## src/rtl/bus_arbiter.sv

```systemverilog
// bus_arbiter: three-master arbiter for the shared external memory bus
// (16-bit address, 8-bit data) of the Z80 computer.
//   M0 = video fetch (read-only), M1 = UART debug, M2 = tv80 CPU.
// One master owns the bus at a time. Its address/data/strobe are routed to
// the bus, the slave ack is returned to it, and every access is bounded by
// a timeout that aborts it with an error pulse.
//
// Parameters
//   ROUND_ROBIN : 0 = fixed priority M0 > M1 > M2
//                 1 = rotating priority, search starts after the last grant
//   TIMEOUT     : ACCESS cycles without i_ack before abort; 0 disables it
//
// Ports
//   i_clk, i_reset           clock, synchronous active-high reset
//   i_mN_cs/_we/_addr/_dat   master requests (M0 has no we/dat)
//   o_mN_ack, o_mN_err       per-master completion / timeout abort
//   o_addr, o_dat, o_we, o_cs shared bus
//   i_ack                    slave acknowledge
//   o_grant                  one-hot current owner, 0 when idle
module bus_arbiter #(
  parameter int ROUND_ROBIN = 0,
  parameter int TIMEOUT     = 255
) (
  input  logic        i_clk,
  input  logic        i_reset,
  input  logic        i_m0_cs,
  input  logic [15:0] i_m0_addr,
  input  logic        i_m1_cs,
  input  logic        i_m1_we,
  input  logic [15:0] i_m1_addr,
  input  logic [7:0]  i_m1_dat,
  input  logic        i_m2_cs,
  input  logic        i_m2_we,
  input  logic [15:0] i_m2_addr,
  input  logic [7:0]  i_m2_dat,
  output logic        o_m0_ack,
  output logic        o_m1_ack,
  output logic        o_m2_ack,
  output logic        o_m0_err,
  output logic        o_m1_err,
  output logic        o_m2_err,
  output logic [15:0] o_addr,
  output logic [7:0]  o_dat,
  output logic        o_we,
  output logic        o_cs,
  input  logic        i_ack,
  output logic [2:0]  o_grant
);

  // Counter is at least one bit wide so TIMEOUT=0 still elaborates.
  localparam int CNT_W_C = (TIMEOUT > 0) ? $clog2(TIMEOUT + 1) : 1;
  localparam logic [CNT_W_C-1:0] CNT_LAST_C = CNT_W_C'(TIMEOUT - 1);
  localparam logic [CNT_W_C-1:0] CNT_MAX_C  = {CNT_W_C{1'b1}};
  localparam logic [CNT_W_C-1:0] CNT_ONE_C  = CNT_W_C'(1);
  localparam logic [CNT_W_C-1:0] CNT_ZERO_C = {CNT_W_C{1'b0}};
  localparam bit TO_EN_C = (TIMEOUT > 0);
  localparam bit RR_EN_C = (ROUND_ROBIN != 0);

  typedef enum logic [1:0] {
    ST_IDLE    = 2'd0,
    ST_ACCESS  = 2'd1,
    ST_RELEASE = 2'd2
  } state_t;

  state_t               state_r, state_nxt_s;
  logic [2:0]           grant_r, grant_nxt_s;
  logic [1:0]           last_r, last_nxt_s;
  logic [CNT_W_C-1:0]   cnt_r, cnt_nxt_s;
  logic [2:0]           req_s;
  logic [1:0]           start_s;
  logic [1:0]           win_s;
  logic                 gnt_cs_s;
  logic                 timeout_s;

  // Master index that follows idx in the rotation 0 -> 1 -> 2 -> 0.
  function automatic logic [1:0] next_idx_f(input logic [1:0] idx);
    logic [1:0] res;
    case (idx)
      2'd0:    res = 2'd1;
      2'd1:    res = 2'd2;
      default: res = 2'd0;
    endcase
    return res;
  endfunction

  // First requesting master found when searching from start in rotation order.
  function automatic logic [1:0] pick_f(input logic [2:0] req, input logic [1:0] start);
    logic [1:0] idx;
    logic [1:0] res;
    logic       found;
    idx   = start;
    res   = 2'd0;
    found = 1'b0;
    for (int i = 0; i < 3; i++) begin
      if (!found && req[idx]) begin
        res   = idx;
        found = 1'b1;
      end else begin
        found = found;
      end
      idx = next_idx_f(idx);
    end
    return res;
  endfunction

  // One-hot grant vector for a master index.
  function automatic logic [2:0] onehot_f(input logic [1:0] idx);
    logic [2:0] res;
    case (idx)
      2'd0:    res = 3'b001;
      2'd1:    res = 3'b010;
      2'd2:    res = 3'b100;
      default: res = 3'b000;
    endcase
    return res;
  endfunction

  assign req_s   = {i_m2_cs, i_m1_cs, i_m0_cs};
  // Fixed priority is a rotating search that always starts at M0.
  assign start_s = RR_EN_C ? next_idx_f(last_r) : 2'd0;
  assign win_s   = pick_f(req_s, start_s);
  assign o_grant = grant_r;

  // Request line of whichever master currently owns the bus.
  always_comb begin
    gnt_cs_s = 1'b0;
    case (grant_r)
      3'b001:  gnt_cs_s = i_m0_cs;
      3'b010:  gnt_cs_s = i_m1_cs;
      3'b100:  gnt_cs_s = i_m2_cs;
      default: gnt_cs_s = 1'b0;
    endcase
  end

  // Next-state logic: arbitration, ack/timeout/abort handling, release wait.
  always_comb begin
    state_nxt_s = state_r;
    grant_nxt_s = grant_r;
    last_nxt_s  = last_r;
    cnt_nxt_s   = cnt_r;
    timeout_s   = 1'b0;
    case (state_r)
      ST_IDLE: begin
        if (|req_s) begin
          state_nxt_s = ST_ACCESS;
          grant_nxt_s = onehot_f(win_s);
          last_nxt_s  = win_s;
          cnt_nxt_s   = CNT_ZERO_C;
        end else begin
          grant_nxt_s = 3'b000;
        end
      end
      ST_ACCESS: begin
        // Ack beats both abort and timeout in the same cycle.
        if (i_ack) begin
          state_nxt_s = ST_RELEASE;
        end else if (!gnt_cs_s) begin
          state_nxt_s = ST_IDLE;
          grant_nxt_s = 3'b000;
        end else if (TO_EN_C && (cnt_r == CNT_LAST_C)) begin
          timeout_s   = 1'b1;
          state_nxt_s = ST_RELEASE;
        end else if (cnt_r != CNT_MAX_C) begin
          cnt_nxt_s = cnt_r + CNT_ONE_C;
        end else begin
          cnt_nxt_s = cnt_r;
        end
      end
      ST_RELEASE: begin
        // Hold ownership until the strobe drops so a held Z80 cs cannot
        // start a duplicate access.
        if (!gnt_cs_s) begin
          state_nxt_s = ST_IDLE;
          grant_nxt_s = 3'b000;
        end else begin
          state_nxt_s = ST_RELEASE;
        end
      end
      default: begin
        state_nxt_s = ST_IDLE;
        grant_nxt_s = 3'b000;
      end
    endcase
  end

  // State, grant, last-grant and wait-counter registers.
  always_ff @(posedge i_clk) begin
    if (i_reset) begin
      state_r <= ST_IDLE;
      grant_r <= 3'b000;
      last_r  <= 2'd2;
      cnt_r   <= CNT_ZERO_C;
    end else begin
      state_r <= state_nxt_s;
      grant_r <= grant_nxt_s;
      last_r  <= last_nxt_s;
      cnt_r   <= cnt_nxt_s;
    end
  end

  // Bus and per-master response routing; everything is 0 outside ACCESS.
  always_comb begin
    o_cs     = 1'b0;
    o_addr   = 16'h0000;
    o_dat    = 8'h00;
    o_we     = 1'b0;
    o_m0_ack = 1'b0;
    o_m1_ack = 1'b0;
    o_m2_ack = 1'b0;
    o_m0_err = 1'b0;
    o_m1_err = 1'b0;
    o_m2_err = 1'b0;
    if (state_r == ST_ACCESS) begin
      o_cs = 1'b1;
      case (grant_r)
        3'b001: begin
          // Video fetch is read-only: no write strobe, no write data.
          o_addr   = i_m0_addr;
          o_m0_ack = i_ack;
          o_m0_err = timeout_s;
        end
        3'b010: begin
          o_addr   = i_m1_addr;
          o_dat    = i_m1_dat;
          o_we     = i_m1_we;
          o_m1_ack = i_ack;
          o_m1_err = timeout_s;
        end
        3'b100: begin
          o_addr   = i_m2_addr;
          o_dat    = i_m2_dat;
          o_we     = i_m2_we;
          o_m2_ack = i_ack;
          o_m2_err = timeout_s;
        end
        default: begin
          o_cs = 1'b0;
        end
      endcase
    end else begin
      o_cs = 1'b0;
    end
  end

endmodule
```

## config.mk

```make
export PLATFORM = sky130hd
export DESIGN_NAME = bus_arbiter
export DESIGN_NICKNAME = d
export VERILOG_FILES = /design/src/rtl/bus_arbiter.sv
export SDC_FILE = /design/constraint.sdc
export NUM_CORES = 1
export LEC_CHECK = 0
export CORE_UTILIZATION = 38
export DETAILED_ROUTE_END_ITERATION = 8
export PLACE_DENSITY = 0.87
export SYNTH_ARGS = -nofsm -noshare
export SYNTH_HDL_FRONTEND = slang
export SYNTH_SLANG_ARGS = --single-unit
```

## constraint.sdc

```tcl
create_clock -name i_clk -period 3.7 [get_ports i_clk]
set_clock_uncertainty 0.2 [all_clocks]
set_input_delay 0.555 -clock i_clk [delete_from_list [all_inputs] [get_ports i_clk]]
set_output_delay 0.555 -clock i_clk [all_outputs]
set_load 0.02 [all_outputs]
```

==> results of run 1 <==
[path summary, 6_finish.rpt]
path | from | to | slack (ns) | cells after the start
setup / recovery | i_m0_cs | o_m2_err | 0.37 | 6
hold / removal | cnt_r[5] | cnt_r[5] | 0.31 | 2
setup reg to reg | state_r[1] | cnt_r[3] | 1.45 | 6
hold reg to reg | cnt_r[5] | cnt_r[5] | 0.31 | 2
[worst min-delay path, cell delays in order (launching register included)]
cell and delay [ns]:
dfxtp_1 0.33, o21ai_1 0.07, o21ai_1 0.06
[power groups by stage]
stage	clock [mW]	combinational (mW)	sequential, mW
2_1_floorplan	0	0.118	0.153
3_3_place_gp	0	0.228	0.155
3_5_place_dp	0	0.232	0.155
4_1_cts	0.132	0.234	0.152
5_1_grt	0.142	0.252	0.153
6_report	0.131	0.235	0.152
[cells in the final DEF, fill, tap and decap left out, types with 5 or more instances in the layout]
master and n:
clkdlybuf4s50_1 106, a22oi_1 17, ha_1 6, a22o_1 9, dfxtp_1 13, a21oi_1 21
nand2_1 6, nor2_1 44, nand3_1 5, inv_1 8
[sequential cells by signal, summed over array words and instances (netlist names)]
signal / count
o_grant: 3
state_r: 2
cnt_r: 8
[cell type report]
| type | instances | area share [%] |
|---|---|---|
| clock buffers | 4 | 1.72 |
| inverters | 8 | 1.15 |
| repair buffers | 110 | 41.7 |
| multi-input cells | 170 | 43.2 |
| well taps | 48 | 2.30 |
| flip-flops and latches | 13 | 9.95 |
[cell families (layout without fill, tap and decap cells)]
family	after synthesis	count (layout)	share of synthesized area [%]
multiplexers	4	4	2.69
AND/OR/NAND/NOR	94	94	35.4
buffers and inverters	22	122	6.73
flip-flops	13	13	17.5
adder cells (fa/ha/maj)	6	6	5.05
AO/OA/AOI/OAI	66	66	32.7
[metrics by stage]
stage / utilization (%) / power [mW] / area (sq um) / cells / setup slack (ns)
2_1_floorplan: - / 0.271 / 1490 / 205 / 1.15
3_3_place_gp: 69.1 / 0.383 / 2570 / 349 / 0.461
3_5_place_dp: 69.1 / 0.387 / 2570 / 349 / 0.411
4_1_cts: 70.3 / 0.518 / 2610 / 353 / 0.222
5_1_grt: 70.4 / 0.547 / 2620 / 353 / 0.228
6_report: 70.4 / 0.518 / 2620 / 353 / 0.372
[metal layers]
metal / vias to the layer above / global-route usage [%] / share of wire, %
li1: 964 / - / -
met1: 957 / 27.2 / 40
met4: 0 / 13.9 / 2.6
met2: 91 / 45.4 / 51
met5: - / 0 / 0
met3: 16 / 4.75 / 6.5
==> summary.md, run 1 <==
| Metric | Value |
|---|---|
| Standard-cell rows | 22 |
| Yosys warning count | 0 |
| Part of the total power dissipated in sequential elements | 29.4% |
| Wire length of the first global-routing pass | ~8400 microns |
| Sequential fraction of the synthesis area | ~18% |
| Switching power as a share of total power | around 32% |
| Seq. cell area | around 260 sq um |
| Max-slew violations | 0 |
| Starting density of the core | 40.0% |
| Cts bufs inserted | 3 |
| Type of the tightest min-delay check | reg2reg |
| Via count of the routed design | slightly above 2000 |
| Time the final worst path needs with I/O delays and setup | between 3 and 4 ns |
| Via density per instance | between 5 and 6 |
| Crit path max-delay cell type | clkdlybuf4s50_1 |
| Clock insertion delay at the later pin of the skew report | about 0.24 ns |
| Fraction of layout instances using a drive strength above 1 | under 10% |
| Sum Neg Setup Slack | 0 ns |
| Overall die area | 4170 sq um |
| GRT Residual Overflow | 0 |
| Via count of the first global-routing pass | about 2000 |
| Flip-flop cell with the highest count after synthesis | dfxtp_1 |
| Port bufs | around 110 |
| Total number of nets in the final design | between 300 and 400 |
| Die width | between 60 and 70 microns |
| Filler cell count | 320 |
| Detailed placer's ending HPWL | between 3000 and 4000 microns |
| Clock network fraction of design power | between 20% and 30% |
| Detailed Routing Iterations Pass 1 | 4 |
| Worst path max stage delay | 0.63 ns |
| CP Data Arrival Time | ~2.6 ns |
| Mean post-synth cell area | between 7 and 8 sq um |
| Clock tree root buffer cell | clkbuf_8 |
| # Post-CTS Setup Buffers | 0 |
| Htree depth | 1 |
| Final weighted congestion of routability-driven global placement | between 0.8 and 0.9 |
| Largest net degree at the start of global routing | 23 |
| Maximum count of clock buffers along a single path | 2 |
| Result of the run | complete, no violations |
| Core region area | 3720 sq um |
| Startpoint-to-endpoint class of the critical path | in2out |
| Initial antenna violation count | 0 |
| Slew of the pin with the lowest slew margin | 0.670 ns |
| Number of instances in the synthesized netlist | approximately 210 |
| Initial drt markers | ~170 |
| Clock tree from TritonCTS | yes |
| Clock net sink count | 13 |
| Fraction of the cycle the final worst path needs | about 90% |
| Routed wire length per instance | between 15 and 20 microns |
| Static Leakage | 0.982 nW |
| Most repeated library cell on the critical path | clkdlybuf4s50_1 |
| CP bufs+invs | 2 |
| Maximum fanout along the worst path | 6 |
| Crit path required time | between 2 and 3 ns |
| Number of enable-type register cells in the synthesized netlist | 0 |
| Cell-by-cell trace of the critical path | clkdlybuf4s50_1 > and4bb_1 > o311a_2 > nand3_1 > nor3_1 > clkdlybuf4s50_1 |
| Leading cell type by number of instances after synthesis | nor2_1 |
| Switching power total | ~170 uW |
| Die outline height | ~65 microns |
| Yosys top cell area share | between 15 and 20% |
| Synth cell types | between 40 and 50 |
| Number of I/O pins | ~110 |
| Element type at the critical path start | primary input |
| Number of hold buffers added after cts | 0 |
| Remaining DRCs | 0 |
| Synthesized net count | about 280 |
| Number of antenna-violating nets in the routed design | 0 |
| Synthesized cell area | approximately 1500 sq um |
| Number of antenna diodes | 0 |
| Post_cts resized | 0 |
| Final hold violation count | 0 |
| Synthesis-to-layout area growth | 76.0% |
| RSZ-0062 raised after global routing | no |
| Global Route Usage Sum | between 20% and 30% |
| Total setup violations reported at the end of the flow | 0 |
| Worst IR Drop VDD | 109 uV |
| Number of maximum-capacitance violations | 0 |
| Async SR Flop Fraction | 0% |
| Largest delay contributor family on the critical path | buffers and inverters |
| Area used by multi-input combinational logic | between 1000 and 1500 sq um |
| Slew HR | 54.7% |
| Routed wire length | 5330 microns |
| Internal power | ~350 uW |
| Power Density | a little under 200 nW/um^2 |
| Top post-synthesis cells by area | dfxtp_1, nor2_1, a22oi_1 |
| Cell type contributing the most total cell area after synthesis | dfxtp_1 |
| Maximum clock frequency | 300 MHz |
| Fraction of power consumed by combinational cells | 45.3% |
| Worst setup EP type | primary output |
| Synth cell count leaders | nor2_1, a21oi_1, a22oi_1, dfxtp_1 |
| Hold WS | 0.306 ns |
| Clk slew on worst S/H paths | around 0.060 ns |
| Seq cells post-synth | 13 |
(Power assumes the default switching activity.)
==> inputs of run 2 (changes only) <==
--- a/config.mk
+++ b/config.mk
@@ -11,3 +11,4 @@
 export SYNTH_ARGS = -nofsm -noshare
 export SYNTH_HDL_FRONTEND = slang
 export SYNTH_SLANG_ARGS = --single-unit
+export TNS_END_PERCENT = 30
==> results of run 2 <==
Same layout as run 1: the final DEF is identical, and so are final timing and power.
==> inputs of run 3 (changes only) <==
--- a/config.mk
+++ b/config.mk
@@ -5,9 +5,11 @@
 export SDC_FILE = /design/constraint.sdc
 export NUM_CORES = 1
 export LEC_CHECK = 0
+export CORE_MARGIN = 5
 export CORE_UTILIZATION = 38
 export DETAILED_ROUTE_END_ITERATION = 8
 export PLACE_DENSITY = 0.87
+export SETUP_SLACK_MARGIN = 0.02
 export SYNTH_ARGS = -nofsm -noshare
 export SYNTH_HDL_FRONTEND = slang
 export SYNTH_SLANG_ARGS = --single-unit
==> run 3 against run 2 <==
  * Register-to-register slack barely moved
  * Die area up 26%
  * Sequential cell count unchanged
  * Final cell count up 0.28%
  * Critical endpoint unchanged
  * Largest power group unchanged
==> summary.md, run 3 (synthesis gave the netlist of run 1 again) <==
| Metric | Value |
|---|---|
| Number of antenna diodes | 0 (unchanged) |
| Most frequent cells in the layout | clkdlybuf4s50_1, nor2_1, a21oi_1 |
| Type of the tightest min-delay check | reg2reg |
| Initial drt markers | 190 (+11%) |
| Crit path required time | 2.94 ns (about the same) |
| Static Leakage | 0.986 nW (+0.39%) |
| Largest delay contributor family on the critical path | buffers and inverters |
| Final hold violation count | 0 (unchanged) |
| Number of non-filler instances in the completed layout | 354 (+0.28%) |
| Final weighted congestion of routability-driven global placement | 0.860 (-1.4%) |
| Cell-by-cell trace of the critical path | clkdlybuf4s50_1 > and4bb_1 > o311a_2 > nand3_1 > nor3_1 > clkdlybuf4s50_1 |
| Slew of the pin with the lowest slew margin | 0.665 ns (-0.00504 ns) |
| Via density per instance | 5.44 (-5.3%) |
| Instance area at placement | 2570 sq um (+0.29%) |
| Total number of nets in the final design | 385 (+0.26%) |
| Cts bufs inserted | 3 (unchanged) |
| Wire length of the first global-routing pass | 8870 microns (+5.6%) |
| Detailed placer's ending HPWL | 4570 microns (+14%) |
| Number of hold buffers added after cts | 0 (unchanged) |
| Remaining DRCs | 0 (unchanged) |
| Placed cell count | 350 (+0.29%) |
| Via count of the first global-routing pass | 1978 (-0.90%) |
| Core region area | 3720 sq um (unchanged) |
| Total setup violations reported at the end of the flow | 0 (unchanged) |
| Standard-cell rows | 22 (unchanged) |
| Final Core Density | 70.5% (+0.10 points) |
| Htree depth | 1 (unchanged) |
| Overall die area | 5260 sq um (+26%) |
| Max-slew violations | 0 (unchanged) |
| Post_cts resized | 0 (unchanged) |
| Die outline height | 72.5 microns (+12%) |
| Highest metal layer with signal wires | met4 |
| Clock insertion delay at the later pin of the skew report | 0.25 ns (about the same) |
| Synthesis-to-layout area growth | 76.3% |
| Number of antenna-violating nets in the routed design | 0 (unchanged) |
| Maximum count of clock buffers along a single path | 2 (unchanged) |
| Port bufs | 106 (unchanged) |
| Via count of the routed design | 1925 (-5.1%) |
| Startpoint-to-endpoint class of the critical path | in2out |
| Fraction of layout instances using a drive strength above 1 | 5.88% (-0.019 points) |
| Starting density of the core | 40.0% (unchanged) |
| Sum Neg Setup Slack | 0 ns (unchanged) |
| Number of flip-flops in the largest register | 8 (unchanged) |
| Largest reg by FF count | cnt_r |
| Clock tree from TritonCTS | yes |
| Worst-case setup margin in the final layout | 0.367 ns (-0.00479 ns) |
| Routed wire length per instance | 16.0 microns (+5.8%) |
| Clk slew on worst S/H paths | 0.05 ns (about the same) |
| # Post-CTS Setup Buffers | 0 (unchanged) |
| Most repeated library cell on the critical path | clkdlybuf4s50_1 |
| Global Route Usage Sum | 20.8% (-4.3 points) |
| Result of the run | complete, no violations |
| Initial antenna violation count | 0 (unchanged) |
| Crit path max-delay cell type | clkdlybuf4s50_1 |
| Routed length on met1 | 2140 microns (+1.2%) |
| Worst IR Drop VDD | 116 uV (+6.4%) |
| Total stage count of the critical path | 6 (unchanged) |
| Number of I/O pins | 107 (unchanged) |
| Routed wire length | 5660 microns (+6.1%) |
| CP bufs+invs | 2 (unchanged) |
| Most common cell after layout, fill and taps aside | clkdlybuf4s50_1 |
| Largest net degree at the start of global routing | 19 (-17%) |
| Clock tree root buffer cell | clkbuf_8 |
| Fraction of the cycle the final worst path needs | 90.1% (+0.13 points) |
| Worst hold stages | 2 (unchanged) |
| Power Density | 197 nW/um^2 (-0.72%) |
| Slew HR | 55.0% (+0.34 points) |
| Amount of wire on met2 after detailed routing | 2890 microns (+6.0%) |
| Clock net sink count | 13 (unchanged) |
| CP Data Arrival Time | 2.58 ns (about the same) |
| Maximum fanout along the worst path | 5 (-1) |
| Worst path max stage delay | 0.63 ns (about the same) |
| Met3 Routed Length | 517 microns (+49%) |
| Detailed Routing Iterations Pass 1 | 4 (unchanged) |
| Die width | 72.5 microns (+12%) |
| Maximum clock frequency | 300 MHz (-0.14%) |
| Time the final worst path needs with I/O delays and setup | 3.33 ns (+0.00479 ns) |
| RSZ-0062 raised after global routing | no |
| GRT Residual Overflow | 0 (unchanged) |
| Worst slack at placement | 0.358 ns (-0.0534 ns) |
| Area of all placed cells without fillers | 2620 sq um (+0.14%) |
| Depth of the worst register-to-register path | 6 (unchanged) |
| Number of maximum-capacitance violations | 0 (unchanged) |
| Element type at the critical path start | primary input |
| Worst setup EP type | primary output |
[run 3: path summary, 6_finish.rpt]
check,from,end,slack (ns)
setup / recovery,i_m1_cs,o_m2_err,0.37
hold / removal,cnt_r[5],cnt_r[5],0.29
setup reg to reg,cnt_r[0],cnt_r[7],1.44
hold reg to reg,cnt_r[5],cnt_r[5],0.29
[run 3: per-stage QoR]
| stage | total power [mW] | hold slack (ns) |
|---|---|---|
| final | 0.515 | 0.293 |
| after global routing | 0.542 | 0.330 |
| after CTS | 0.518 | 0.295 |
| after detailed placement | 0.389 | 0.288 |
| after global placement | 0.385 | 0.280 |
| after floorplan | 0.271 | 0.256 |
[run 3: per-layer routing]
layer  global-route usage, %  vias up
met1                    22.8      853
met4                    7.38        0
li1                        -      967
met2                    38.2       95
met3                    5.54       10
met5                       0        -
[run 3: final cells by class]
cell class / count / area [sq um]
multi-input combinational: 170 / 1130
tap: 48 / 60.1
fill: 295 / 1100
sequential: 13 / 260
inverter: 8 / 30.0
timing repair buffer: 111 / 1100
clock buffer: 4 / 45.0
[run 3: worst register-to-register path, delay by kind of cell, from the launching register on]
kind / cells / cell delay (ns)
compound gates: 3 / 1.00
flops: 1 / 0.44
fa+ha+maj: 1 / 0.23
simple gates: 1 / 0.20
buf+inv: 1 / 0.07
[run 3: report_power, final]
part | internal, mW | switching (mW)
Sequential | 0.145 | 0.00858
Combinational | 0.130 | 0.104
Clock | 0.0762 | 0.0518
Total | 0.351 | 0.164
